[src/rtl/cpu_pkg.sv]
// Shared CPU datapath types and constants for the writeback stage.
package cpu_pkg;
  localparam int DATA_W = 8;
  localparam int ADDR_W = 3;
  localparam int CNT_W  = 16;
  localparam int NREGS  = 2 ** ADDR_W;

  typedef logic [DATA_W-1:0] word_t;
  typedef logic [ADDR_W-1:0] reg_addr_t;
  typedef logic [CNT_W-1:0]  count_t;
  typedef logic [7:0]        instr_t;

  localparam instr_t NOP_INSTR = 8'h00;

  // Counter step that sticks at all-ones instead of wrapping.
  function automatic count_t sat_inc(count_t value);
    return (value == '1) ? value : value + 1'b1;
  endfunction
endpackage

[src/rtl/wb_regfile_if.sv]
// Writeback/decode bus into the register file plus its commit-trace outputs.
interface wb_regfile_if;
  import cpu_pkg::*;

  logic      WB_RegWrite;
  logic      WB_LoadImmediate;
  word_t     WB_ALUres;
  word_t     WB_ImmData;
  reg_addr_t WB_writeReg;
  instr_t    WB_instr;
  reg_addr_t ID_readReg1;
  reg_addr_t ID_readReg2;
  word_t     ID_readData1;
  word_t     ID_readData2;
  logic      commit_valid;
  reg_addr_t commit_reg;
  word_t     commit_data;
  count_t    retired_count;

  modport master (
    output WB_RegWrite, WB_LoadImmediate, WB_ALUres, WB_ImmData, WB_writeReg,
           WB_instr, ID_readReg1, ID_readReg2,
    input  ID_readData1, ID_readData2, commit_valid, commit_reg, commit_data,
           retired_count
  );

  modport slave (
    input  WB_RegWrite, WB_LoadImmediate, WB_ALUres, WB_ImmData, WB_writeReg,
           WB_instr, ID_readReg1, ID_readReg2,
    output ID_readData1, ID_readData2, commit_valid, commit_reg, commit_data,
           retired_count
  );
endinterface

[src/rtl/wb_regarray.sv]
// Architectural register storage: one synchronous write port, two asynchronous read ports.
module wb_regarray
  import cpu_pkg::*;
(
  input  logic      clk,
  input  logic      rst,
  input  logic      we,
  input  reg_addr_t waddr,
  input  word_t     wdata,
  input  reg_addr_t raddr1,
  input  reg_addr_t raddr2,
  output word_t     rdata1,
  output word_t     rdata2
);

  word_t regs [NREGS];

  // NOTE: the array is built from flops, not a RAM macro, so it can be cleared
  // by reset; sequential state is always updated with non-blocking assignments.
  always_ff @(posedge clk or posedge rst) begin
    if (rst) begin
      for (int i = 0; i < NREGS; i++) regs[i] <= '0;
    end else if (we) begin
      regs[waddr] <= wdata;
    end
  end

  assign rdata1 = regs[raddr1];
  assign rdata2 = regs[raddr2];

endmodule

[src/rtl/wb_regfile.sv]
// Writeback stage: write-data select, register file, commit record, retire counter.
// Define WB_BYPASS_EN to forward the in-flight write to same-cycle reads.
module wb_regfile
  import cpu_pkg::*;
(
  input  logic           clk,
  input  logic           rst,
  wb_regfile_if.slave    bus
);

  word_t wdata;
  word_t arr_data1;
  word_t arr_data2;

  assign wdata = bus.WB_LoadImmediate ? bus.WB_ImmData : bus.WB_ALUres;

  wb_regarray u_regarray (
    .clk    (clk),
    .rst    (rst),
    .we     (bus.WB_RegWrite),
    .waddr  (bus.WB_writeReg),
    .wdata  (wdata),
    .raddr1 (bus.ID_readReg1),
    .raddr2 (bus.ID_readReg2),
    .rdata1 (arr_data1),
    .rdata2 (arr_data2)
  );

`ifdef WB_BYPASS_EN
  // NOTE: every always_comb output gets a default first so no latch is inferred.
  always_comb begin
    bus.ID_readData1 = arr_data1;
    bus.ID_readData2 = arr_data2;
    if (bus.WB_RegWrite && (bus.ID_readReg1 == bus.WB_writeReg))
      bus.ID_readData1 = wdata;
    if (bus.WB_RegWrite && (bus.ID_readReg2 == bus.WB_writeReg))
      bus.ID_readData2 = wdata;
  end
`else
  // Decode sees the pre-write value of a register being written this cycle.
  assign bus.ID_readData1 = arr_data1;
  assign bus.ID_readData2 = arr_data2;
`endif

  // Commit record: valid pulses each write; register/data hold between writes.
  always_ff @(posedge clk or posedge rst) begin
    if (rst) begin
      bus.commit_valid <= 1'b0;
      bus.commit_reg   <= '0;
      bus.commit_data  <= '0;
    end else begin
      bus.commit_valid <= bus.WB_RegWrite;
      if (bus.WB_RegWrite) begin
        bus.commit_reg  <= bus.WB_writeReg;
        bus.commit_data <= wdata;
      end
    end
  end

  always_ff @(posedge clk or posedge rst) begin
    if (rst)
      bus.retired_count <= '0;
    else if (bus.WB_instr != NOP_INSTR)
      bus.retired_count <= sat_inc(bus.retired_count);
  end

endmodule

[src/flat_wrapper.sv]
// flat-port wrapper written by rule: the top's interface ports become plain ports
module wb_regfile_flat import cpu_pkg::*;
  (clk, rst, bus_WB_RegWrite, bus_WB_LoadImmediate, bus_WB_ALUres, bus_WB_ImmData, bus_WB_writeReg, bus_WB_instr, bus_ID_readReg1, bus_ID_readReg2, bus_ID_readData1, bus_ID_readData2, bus_commit_valid, bus_commit_reg, bus_commit_data, bus_retired_count);
  wb_regfile_if bus_i ();
  input  logic clk;
  input  logic rst;
  input wire logic [$bits(bus_i.WB_RegWrite)-1:0] bus_WB_RegWrite;
  input wire logic [$bits(bus_i.WB_LoadImmediate)-1:0] bus_WB_LoadImmediate;
  input wire logic [$bits(bus_i.WB_ALUres)-1:0] bus_WB_ALUres;
  input wire logic [$bits(bus_i.WB_ImmData)-1:0] bus_WB_ImmData;
  input wire logic [$bits(bus_i.WB_writeReg)-1:0] bus_WB_writeReg;
  input wire logic [$bits(bus_i.WB_instr)-1:0] bus_WB_instr;
  input wire logic [$bits(bus_i.ID_readReg1)-1:0] bus_ID_readReg1;
  input wire logic [$bits(bus_i.ID_readReg2)-1:0] bus_ID_readReg2;
  output wire logic [$bits(bus_i.ID_readData1)-1:0] bus_ID_readData1;
  output wire logic [$bits(bus_i.ID_readData2)-1:0] bus_ID_readData2;
  output wire logic [$bits(bus_i.commit_valid)-1:0] bus_commit_valid;
  output wire logic [$bits(bus_i.commit_reg)-1:0] bus_commit_reg;
  output wire logic [$bits(bus_i.commit_data)-1:0] bus_commit_data;
  output wire logic [$bits(bus_i.retired_count)-1:0] bus_retired_count;
  assign bus_i.WB_RegWrite = bus_WB_RegWrite;
  assign bus_i.WB_LoadImmediate = bus_WB_LoadImmediate;
  assign bus_i.WB_ALUres = bus_WB_ALUres;
  assign bus_i.WB_ImmData = bus_WB_ImmData;
  assign bus_i.WB_writeReg = bus_WB_writeReg;
  assign bus_i.WB_instr = bus_WB_instr;
  assign bus_i.ID_readReg1 = bus_ID_readReg1;
  assign bus_i.ID_readReg2 = bus_ID_readReg2;
  assign bus_ID_readData1 = bus_i.ID_readData1;
  assign bus_ID_readData2 = bus_i.ID_readData2;
  assign bus_commit_valid = bus_i.commit_valid;
  assign bus_commit_reg = bus_i.commit_reg;
  assign bus_commit_data = bus_i.commit_data;
  assign bus_retired_count = bus_i.retired_count;
  wb_regfile u_core (.clk(clk), .rst(rst), .bus(bus_i));
endmodule
[config.mk]
export PLATFORM = sky130hd
export DESIGN_NAME = wb_regfile_flat
export DESIGN_NICKNAME = d
export VERILOG_FILES = /design/src/rtl/cpu_pkg.sv /design/src/rtl/wb_regfile_if.sv /design/src/rtl/wb_regarray.sv /design/src/rtl/wb_regfile.sv /design/src/flat_wrapper.sv
export SDC_FILE = /design/constraint.sdc
export NUM_CORES = 1
export LEC_CHECK = 0
export ABC_AREA = 1
export CELL_PAD_IN_SITES_DETAIL_PLACEMENT = 1
export CELL_PAD_IN_SITES_GLOBAL_PLACEMENT = 1
export CORE_MARGIN = 2
export CORE_UTILIZATION = 37
export CTS_BUF_LIST = sky130_fd_sc_hd__clkbuf_4
export CTS_CLUSTER_DIAMETER = 100
export DETAILED_ROUTE_END_ITERATION = 7
export HOLD_SLACK_MARGIN = 0.03
export PLACE_DENSITY = 0.87
export SLEW_MARGIN = 20
export SYNTH_ARGS = -nofsm -noshare
export SYNTH_HDL_FRONTEND = slang
export SYNTH_SLANG_ARGS = --single-unit
[constraint.sdc]
create_clock -name clk -period 3.4 [get_ports clk]
set_input_delay 0.85 -clock clk [delete_from_list [all_inputs] [get_ports clk]]
set_output_delay 0.85 -clock clk [all_outputs]
set_load 0.1 [all_outputs]
# Word level (Yosys, flattened, before mapping)
# Index checks and enable logic that the tools add are counted.
word_totals:
  inputBits: 37
  wordCells: 35
  register_bits: 92
op_classes:
  bitwise: 4
  reduce_logical: 3
  magnitude_cmp: 4
  muxes: 10
  add_sub_neg: 1
  eq_ne: 1
ops:
  columns: ["op", "count"]
  rows:
  - ["$bwmux W64", 1]
  - ["$bmux W8 S3", 2]
  - ["$mux W8", 6]
  - ["$demux W8 S3", 1]
  - ["$add A16 B1 Y16 const B", 1]
  - ["$eq A16 B16 Y1 const B", 1]
  - ["$ge A4 B4 Y1 const B", 3]
  - ["$not A3 Y4", 3]
  - ["$reduce_bool A8 Y1", 1]
  - ["$lt A4 B1 Y1 const B", 1]
  - ["$reduce_and A2 Y1", 1]
  - ["$logic_and A1 B1 Y1", 1]
  - ["$not A1 Y1", 1]

# Logic depth before layout (Yosys ltp)
# Gate-level depths: netlist (run 1).
logic_depth:
  word_depth: 6
  ltp_mapped: 9

# By module
# Synthesis (run 1) repeated with hierarchy kept, for this count alone.
unflattened:
  cells_unflattened: 796
  area_unflattened_um2: 5426.5
modules_own_cells:
  columns: ["module", "n_inst", "cells_each", "area_per_inst_um2"]
  rows:
  - ["wb_regarray", 1, 590, 3806.2]
  - ["wb_regfile", 1, 206, 1620.3]

# Least setup slack after synthesis (run 1)
# Ideal clock, no wire load.
synth_timing:
  path_type: "input-to-output"
  from: "in bus_ID_readReg2[0]"
  to: "out bus_ID_readData2[4]"
  cell_stages: 6
  t_required_ns: 2.550
  n_path_buf: 2
  setup_slack_ns: 0.368
  t_arrival_ns: 2.182
  cell_sequence: "buf_2 buf_2 a21oi_1 o21ai_0 nand3_1 o21a_1"
synth_between:
  elab_chain_len: 4
synth_lines:
  columns: ["element", "line_no", "rtl"]
  rows:
  - ["start, declared", "flat_wrapper.sv:14", "input wire logic [$bits(bus_i.ID_readReg2)-1:0] bus_ID_readReg2;"]
  - ["$not A3 Y4 (not written as such)", "wb_regarray.sv:29", "assign rdata2 = regs[raddr2];"]
  - ["$bmux W8 S3", "wb_regarray.sv:29", null]
  - ["$mux W8 (not written as such) (2 in a row)", "wb_regarray.sv:29", null]
  - ["end, declared", "flat_wrapper.sv:16", "output wire logic [$bits(bus_i.ID_readData2)-1:0] bus_ID_readData2;"]
# Every way passes these cells. The select of a mux whose other input is x is not followed.

# Worst setup path in the final report (run 1)
layout_timing:
  from: "in bus_ID_readReg2[1]"
  to: "out bus_ID_readData2[4]"
# Same word-level chain as after synthesis.

==> impl_metrics.csv, run 1 <==
group,metric,value,unit
grt,grt_start_max_net_pins,43,
synth,yosysSeqAreaShare,44.65,%
cts,cts_root_buf,"clkbuf_4",
timing,rsz0062_at_grt,"false",
final_layout,top_regs,"u_core.u_regarray.regs: 64 flops, u_core.bus.retired_count: 16 flops, u_core.bus.commit_data: 8 flops",
final_layout,num-nets-final,802,
cts,cts_made_buffers,9,
synth,syn_area,0.005156,sq mm
timing,finalSetupViolations,0,
cts,numClockSinks,92,
placement,pre_cts_ws,0.002564,ns
synth,yosysMostFrequentCell,"nand2_1",
grt,grt_pass1_wl,28510,um
setup_path,cp_max_fo,22,
synth,synth_commonest_cells,"nand2_1, o21ai_0, dfrtp_1",
worst_hold_path,holdPathEnd,"u_core.bus.commit_reg[0]$_DFFE_PP0P_",
detailed_routing,first_pass_iters,4,
final_layout,area_growth,24.36,%
synth,synthCells,692,
final_layout,largest_register_ffs,64,
detailed_routing,wl_per_cell,18.92,um
synth,syn_area_per_cell,7.451,sq um
floorplanning,fp.dieW,122.1,um
floorplanning,die_h,122.1,um
setup_path,worstPathArrival,2.46,ns
timing,hold_viol,0,
detailed_routing,dr_wl_met3,850,um
final_layout,seqCellArea,0.002302,sq mm
detailed_routing,vias_per_cell,5.452,
placement,io_buffers,80,
status,outcome,"finished, final reports clean",
final_layout,drive_above_1_share,13.91,%
floorplanning,die-area,0.01490,sq mm
detailed_routing,wl_met2,8493,um
setup_path,end_kind,"primary output",
timing,fmax,0.3022,GHz
timing,fin_ws,0.09140,ns
detailed_routing,wl,17950,um
grt,grt_usage,25.06,%
run,cap_violations,0,
detailed_routing,drc,0,
placement,hpwl,13030,um
setup_path,crit_slowest_cell,"clkdlybuf4s50_1",
synth,syn-num-nets,730,
final_layout,nFillCells,1693,
cts,cts_setup_buffers,0,
setup_path,worst-r2r-cell-count,9,
detailed_routing,drt_iter0_drc,372,
synth,yosys_warnings,0,
detailed_routing,wl_met1,8117,um
floorplanning,num_rows,43,
setup_path,rr_endpoint,"u_core.bus.retired_count[10]$_DFFE_PP0P_",
final_layout,multi_input_area,0.002485,sq mm
synth,synth_cell_type_count,26,
detailed_routing,top_layer_used,"met4",
timing,tightestPinTransition,0.8638,ns
detailed_routing,vias,5174,
setup_path,r2r_start,"u_core.bus.retired_count[0]$_DFFE_PP0P_",
grt,grt_remaining_overflow,0,
timing,drv_slew,0,
cts,cts_tree,"done",
final_layout,antenna-diode-count,0,
synth,ys_ff_latch,92,
detailed_routing,ant_nets,0,
setup_path,cp.required,2.55,ns
timing,setup_tns,0,ns
cts,clockBufferDepth,2,
synth,async_flop_share,100.0,%
floorplanning,io_pins,81,
cts,path_clk_slew,0.13,ns
grt,antenna_found_initial,0,
setup_path,start_kind,"input port",
grt,grt_pass1_vias,5303,
timing,skew,0.006207,ns
power_and_ir_drop,ir_drop,0.7640,mV
floorplanning,initial_utilization,37.58,%
setup_path,crit_chain,"clkdlybuf4s50_1, buf_12, o21ai_0, o21ai_1, o21a_1, buf_12",
worst_hold_path,min_path_cells,1,
setup_path,timing_worst_setup_path_type,"input port to primary output",
floorplanning,coreArea,0.01372,sq mm
synth,synth_top_cell_by_area,"dfrtp_1",
power_and_ir_drop,leakage,2.889,nW
setup_path,reg2reg_slack,1.50,ns
synth,synth_top_area_share,44.65,%
final_layout,largest-register,"u_core.u_regarray.regs",
synth,ys.flop_type,"dfrtp_1",
cts,postCtsHoldBufs,0,
setup_path,cp_common_cell,"buf_12",
worst_hold_path,hp-class,"flop to flop",
cts,clk_latency,0.47,ns
synth,yosys-top-cells-area,"dfrtp_1, o21ai_0, nand2_1, a21oi_1, inv_1",
setup_path,slowest_delay,0.60,ns
timing,period_needed,3.309,ns
placement,routabilityCongestion,0.9014,
worst_hold_path,hold_start,"u_core.bus.commit_reg[0]$_DFFE_PP0P_",
timing,slew_headroom,42.41,%
power_and_ir_drop,power_density,594.3,mW/mm^2
synth,synth_edf_count,0,
timing,fin_crit_sh,97.31,%
cts,htree_levels,3,
final cells by class:
class                      count  share of cell area, %
clock inverter                 6                 0.8585
tap                          180                  3.512
timing repair buffer          92                  16.47
clock buffer                  10                  1.171
inverter                      56                  3.337
multi-input combinational    513                  38.75
sequential                    92                  35.90
placed cells by master (no fill, tap or decap), drive strengths merged:
cell type	count
inv	52
o21a	17
nand4	5
ha	1
nand3b	1
nand2	193
o21ai	158
or2	1
clkinvlp	1
clkinv	8
clkdlybuf4s50	36
xor2	4
nand3	25
dfrtp	92
a21oi	52
clkbuf	10
nor2	48
mux2	8
buf	56
bufinv	1
worst max-delay path by stage:
stage                  startpoint                                     to  slack, ns  depth (start not counted)
2_1_floorplan                 rst  u_core.bus.commit_data[0]$_DFFE_PP0P_       0.16                          1
3_3_place_gp   bus_ID_readReg2[0]                    bus_ID_readData2[1]       0.07                          6
3_5_place_dp   bus_ID_readReg2[1]                    bus_ID_readData2[2]      0.003                          7
4_1_cts        bus_ID_readReg2[1]                    bus_ID_readData2[4]       0.01                          6
5_1_grt        bus_ID_readReg2[0]                    bus_ID_readData2[1]      0.007                          6
6_report       bus_ID_readReg2[1]                    bus_ID_readData2[4]       0.09                          6
layer usage:
metal  global-route usage, %  vias to the layer above
li1                        -                     2431
met1                   33.69                     2574
met2                   40.82                      135
met3                   3.371                       34
met4                   10.20                        0
met5                       0                        -
worst max-delay path: cells and delay by family:
family / cells / cell delay, ns
AOI/OAI and AO/OA: 3 / 0.61
buffers and inverters: 3 / 0.99
logic make-up after synthesis:
group,after synthesis,share of synthesized area [%]
adders and majority gates,1,0.2426
xor gates and xnor gates,4,0.6794
AOI/OAI and AO/OA,227,23.37
muxes,8,1.747
DFF,92,44.65
and+or+nand+nor,273,22.15
buffers and inverters,87,7.158
metrics by stage:
| step | power, W | hold WS [ns] | util [%] | area (sq um) | cells |
|---|---|---|---|---|---|
| after floorplan | 0.002623 | 0.4867 | - | 5156 | 692 |
| after global placement | 0.003122 | 0.4706 | 45.78 | 6281 | 933 |
| after detailed placement | 0.003196 | 0.4852 | 45.78 | 6281 | 933 |
| after CTS | 0.003821 | 0.5168 | 46.74 | 6412 | 949 |
| after global routing | 0.003985 | 0.5609 | 46.74 | 6412 | 949 |
| final | 0.003811 | 0.5066 | 46.74 | 6412 | 949 |
where the power goes:
part           total, W  leakage, nW  internal [W]  switching [W]
Sequential      0.00150         1.14       0.00130       0.000199
Combinational   0.00168         1.67      0.000479        0.00120
Clock          0.000625       0.0712      0.000226       0.000400
repair_timing:
action                                 in CTS  in global routing
resized for setup                           2                  4
endpoints found under the hold margin       0                  0
setup endpoints to repair                   2                  4
No activity file was read; power rests on OpenSTA's default activity.
==> run 2, diff against run 1 <==
--- a/config.mk
+++ b/config.mk
@@ -9,7 +9,7 @@
 export CELL_PAD_IN_SITES_DETAIL_PLACEMENT = 1
 export CELL_PAD_IN_SITES_GLOBAL_PLACEMENT = 1
 export CORE_MARGIN = 2
-export CORE_UTILIZATION = 37
+export CORE_UTILIZATION = 44
 export CTS_BUF_LIST = sky130_fd_sc_hd__clkbuf_4
 export CTS_CLUSTER_DIAMETER = 100
 export DETAILED_ROUTE_END_ITERATION = 7
==> constraint.sdc (replaced) <==
create_clock -name clk -period 4 [get_ports clk]
set_input_delay 1 -clock clk [delete_from_list [all_inputs] [get_ports clk]]
set_output_delay 1 -clock clk [all_outputs]
set_load 0.1 [all_outputs]
==> run 2 against run 1 <==
Net effect: clock-buffer cell count stayed put; first-iteration DRC count shrank 17%; via count is 0.37% lower; cell count is 4.2% lower; cell area fell by 0.72%; sequential power is 15% lower; power decreased by 14%; flip-flop and latch count stayed put; die area down 15%; combinational power fell by 15%; critical path depth stayed put; setup slack gained 0.12 ns; critical path type unchanged; largest power group unchanged; highest routed layer unchanged.
==> impl_metrics.csv, run 2 (synthesized netlist as in run 1, its figures left out) <==
group,metric,value,unit
final_layout,largest_register_ffs,64,
detailed_routing,vias,5155,
timing,drv_slew,0,
grt,antenna_found_initial,0,
timing,finalSetupViolations,0,
setup_path,reg2reg_slack,2.07,ns
timing,slew_headroom,33.00,%
setup_path,crit_chain,"clkdlybuf4s50_1, buf_4, o21ai_0, o21ai_0, o21a_1, buf_12",
detailed_routing,ant_nets,0,
timing,hold_viol,0,
setup_path,worst-r2r-cell-count,9,
setup_path,cp_max_fo,18,
cts,cts_resized,0,
detailed_routing,vias_per_cell,5.671,
power_and_ir_drop,fin_total_pwr,0.003267,W
placement,pre_cts_ws,0.2430,ns
worst_hold_path,hp-class,"flop to flop",
cts,cts_tree,"done",
timing,setup_tns,0,ns
timing,skew,0.01613,ns
grt,grt_usage,29.41,%
placement,hpwl,13110,um
setup_path,crit_family,"buffers and inverters",
final_layout,layout_common_cells,"nand2_1, o21ai_0, dfrtp_1",
timing,fmax,0.2639,GHz
timing,period_needed,3.790,ns
final_layout,top_regs,"u_core.u_regarray.regs: 64 flops, u_core.bus.retired_count: 16 flops, u_core.bus.commit_data: 8 flops",
timing,fin_crit_sh,94.74,%
setup_path,timing_worst_setup_path_type,"input port to primary output",
worst_hold_path,min_path_cells,1,
cts,clockBufferDepth,2,
setup_path,r2r_start,"u_core.bus.retired_count[0]$_DFFE_PP0P_",
timing,tightestPinTransition,1.002,ns
setup_path,rr_endpoint,"u_core.bus.retired_count[1]$_DFFE_PP0P_",
detailed_routing,wl_per_cell,19.50,um
setup_path,start_kind,"input port",
detailed_routing,drt_iter0_drc,310,
grt,grt_pass1_vias,5320,
run,cap_violations,0,
setup_path,slowest_delay,0.62,ns
setup_path,crit_slowest_cell,"clkdlybuf4s50_1",
final_layout,area_growth,23.47,%
cts,htree_levels,3,
grt,grt_pass1_wl,29040,um
cts,cts_setup_buffers,0,
floorplanning,die_h,112.3,um
status,outcome,"finished, final reports clean",
floorplanning,fp.dieW,112.3,um
final_layout,drive_above_1_share,9.922,%
detailed_routing,wl,17730,um
timing,rsz0062_at_grt,"false",
floorplanning,die-area,0.01260,sq mm
setup_path,worstPathArrival,2.79,ns
final_layout,largest-register,"u_core.u_regarray.regs",
floorplanning,initial_utilization,45.16,%
detailed_routing,first_pass_iters,4,
floorplanning,coreArea,0.01142,sq mm
power_and_ir_drop,leakage,2.822,nW
setup_path,cp.required,3.00,ns
cts,path_clk_slew,0.16,ns
cts,clk_latency,0.49,ns
setup_path,cp.buffers_inverters,3,
floorplanning,num_rows,39,
final_layout,antenna-diode-count,0,
placement,routabilityCongestion,0.9350,
power_and_ir_drop,power_density,513.2,mW/mm^2
final_layout,num-nets-final,799,
worst_hold_path,holdPathEnd,"u_core.bus.commit_reg[0]$_DFFE_PP0P_",
cts,numClockSinks,92,
final_layout,final_common_cell,"nand2_1",
floorplanning,io_pins,81,
grt,grt_start_max_net_pins,82,
timing,fin_ws,0.2103,ns
setup_path,end_kind,"primary output",
cts,postCtsHoldBufs,0,
worst_hold_path,hold_start,"u_core.bus.commit_reg[0]$_DFFE_PP0P_",
detailed_routing,drc,0,
power_and_ir_drop,ir_drop,0.5800,mV
cts,cts_made_buffers,9,
setup_path,cp_common_cell,"o21ai_0",
placement,io_buffers,80,
cts,cts_root_buf,"clkbuf_4",
grt,grt_remaining_overflow,0,
run 2: changes by cell type in the layout (fill, tap and decap cells not counted), sizes merged:
cell	change
clkinv	-1
inv	+2
clkinvlp	-1
clkdlybuf4s50	+28
buf	-31
run 2: how the worst max path moves through the flow:
stage / start / end / slack [ns] / cells past startpoint
2_1_floorplan: rst / u_core.bus.commit_data[0]$_DFFE_PP0P_ / 0.61 / 1
3_3_place_gp: bus_ID_readReg2[1] / bus_ID_readData2[4] / 0.22 / 6
3_5_place_dp: bus_ID_readReg2[1] / bus_ID_readData2[4] / 0.24 / 6
4_1_cts: bus_ID_readReg2[1] / bus_ID_readData2[4] / 0.23 / 6
5_1_grt: bus_ID_readReg2[1] / bus_ID_readData2[4] / 0.12 / 6
6_report: bus_ID_readReg2[1] / bus_ID_readData2[4] / 0.21 / 6
run 2: cell type report:
class | instances | area (sq um)
inverters | 56 | 212.7
repair buffers | 89 | 1041
fillers | 1457 | 5052
flip-flops and latches | 92 | 2302
well taps | 143 | 178.9
clock inverters | 6 | 71.32
clock buffers | 10 | 75.07
multi-input cells | 513 | 2485
run 2: power breakdown:
group / leakage, nW / internal [W] / switching [W] / total [W]
logic: 1.60 / 0.000415 / 0.00102 / 0.00143
registers: 1.14 / 0.00111 / 0.000165 / 0.00127
clock network: 0.0805 / 0.000205 / 0.000357 / 0.000561
total: 2.82 / 0.00173 / 0.00154 / 0.00327
run 2: per-stage QoR:
| step | cells | cell area [sq um] | utilization [%] | hold slack (ns) |
|---|---|---|---|---|
| floorplan | 692 | 5156 | - | 0.4867 |
| global placement | 893 | 6220 | 54.47 | 0.4652 |
| detailed placement | 893 | 6220 | 54.47 | 0.4726 |
| CTS | 909 | 6366 | 55.75 | 0.5071 |
| global route | 909 | 6366 | 55.75 | 0.5464 |
| finish | 909 | 6366 | 55.75 | 0.5113 |
run 2: layer usage:
| layer | vias up | wire, um | GRT usage, % |
|---|---|---|---|
| met5 | - | 0 | 0 |
| met4 | 0 | 392 | 9.512 |
| met1 | 2546 | 7448 | 38.88 |
| li1 | 2419 | - | - |
| met3 | 27 | 1103 | 4.320 |
| met2 | 163 | 8784 | 50.00 |
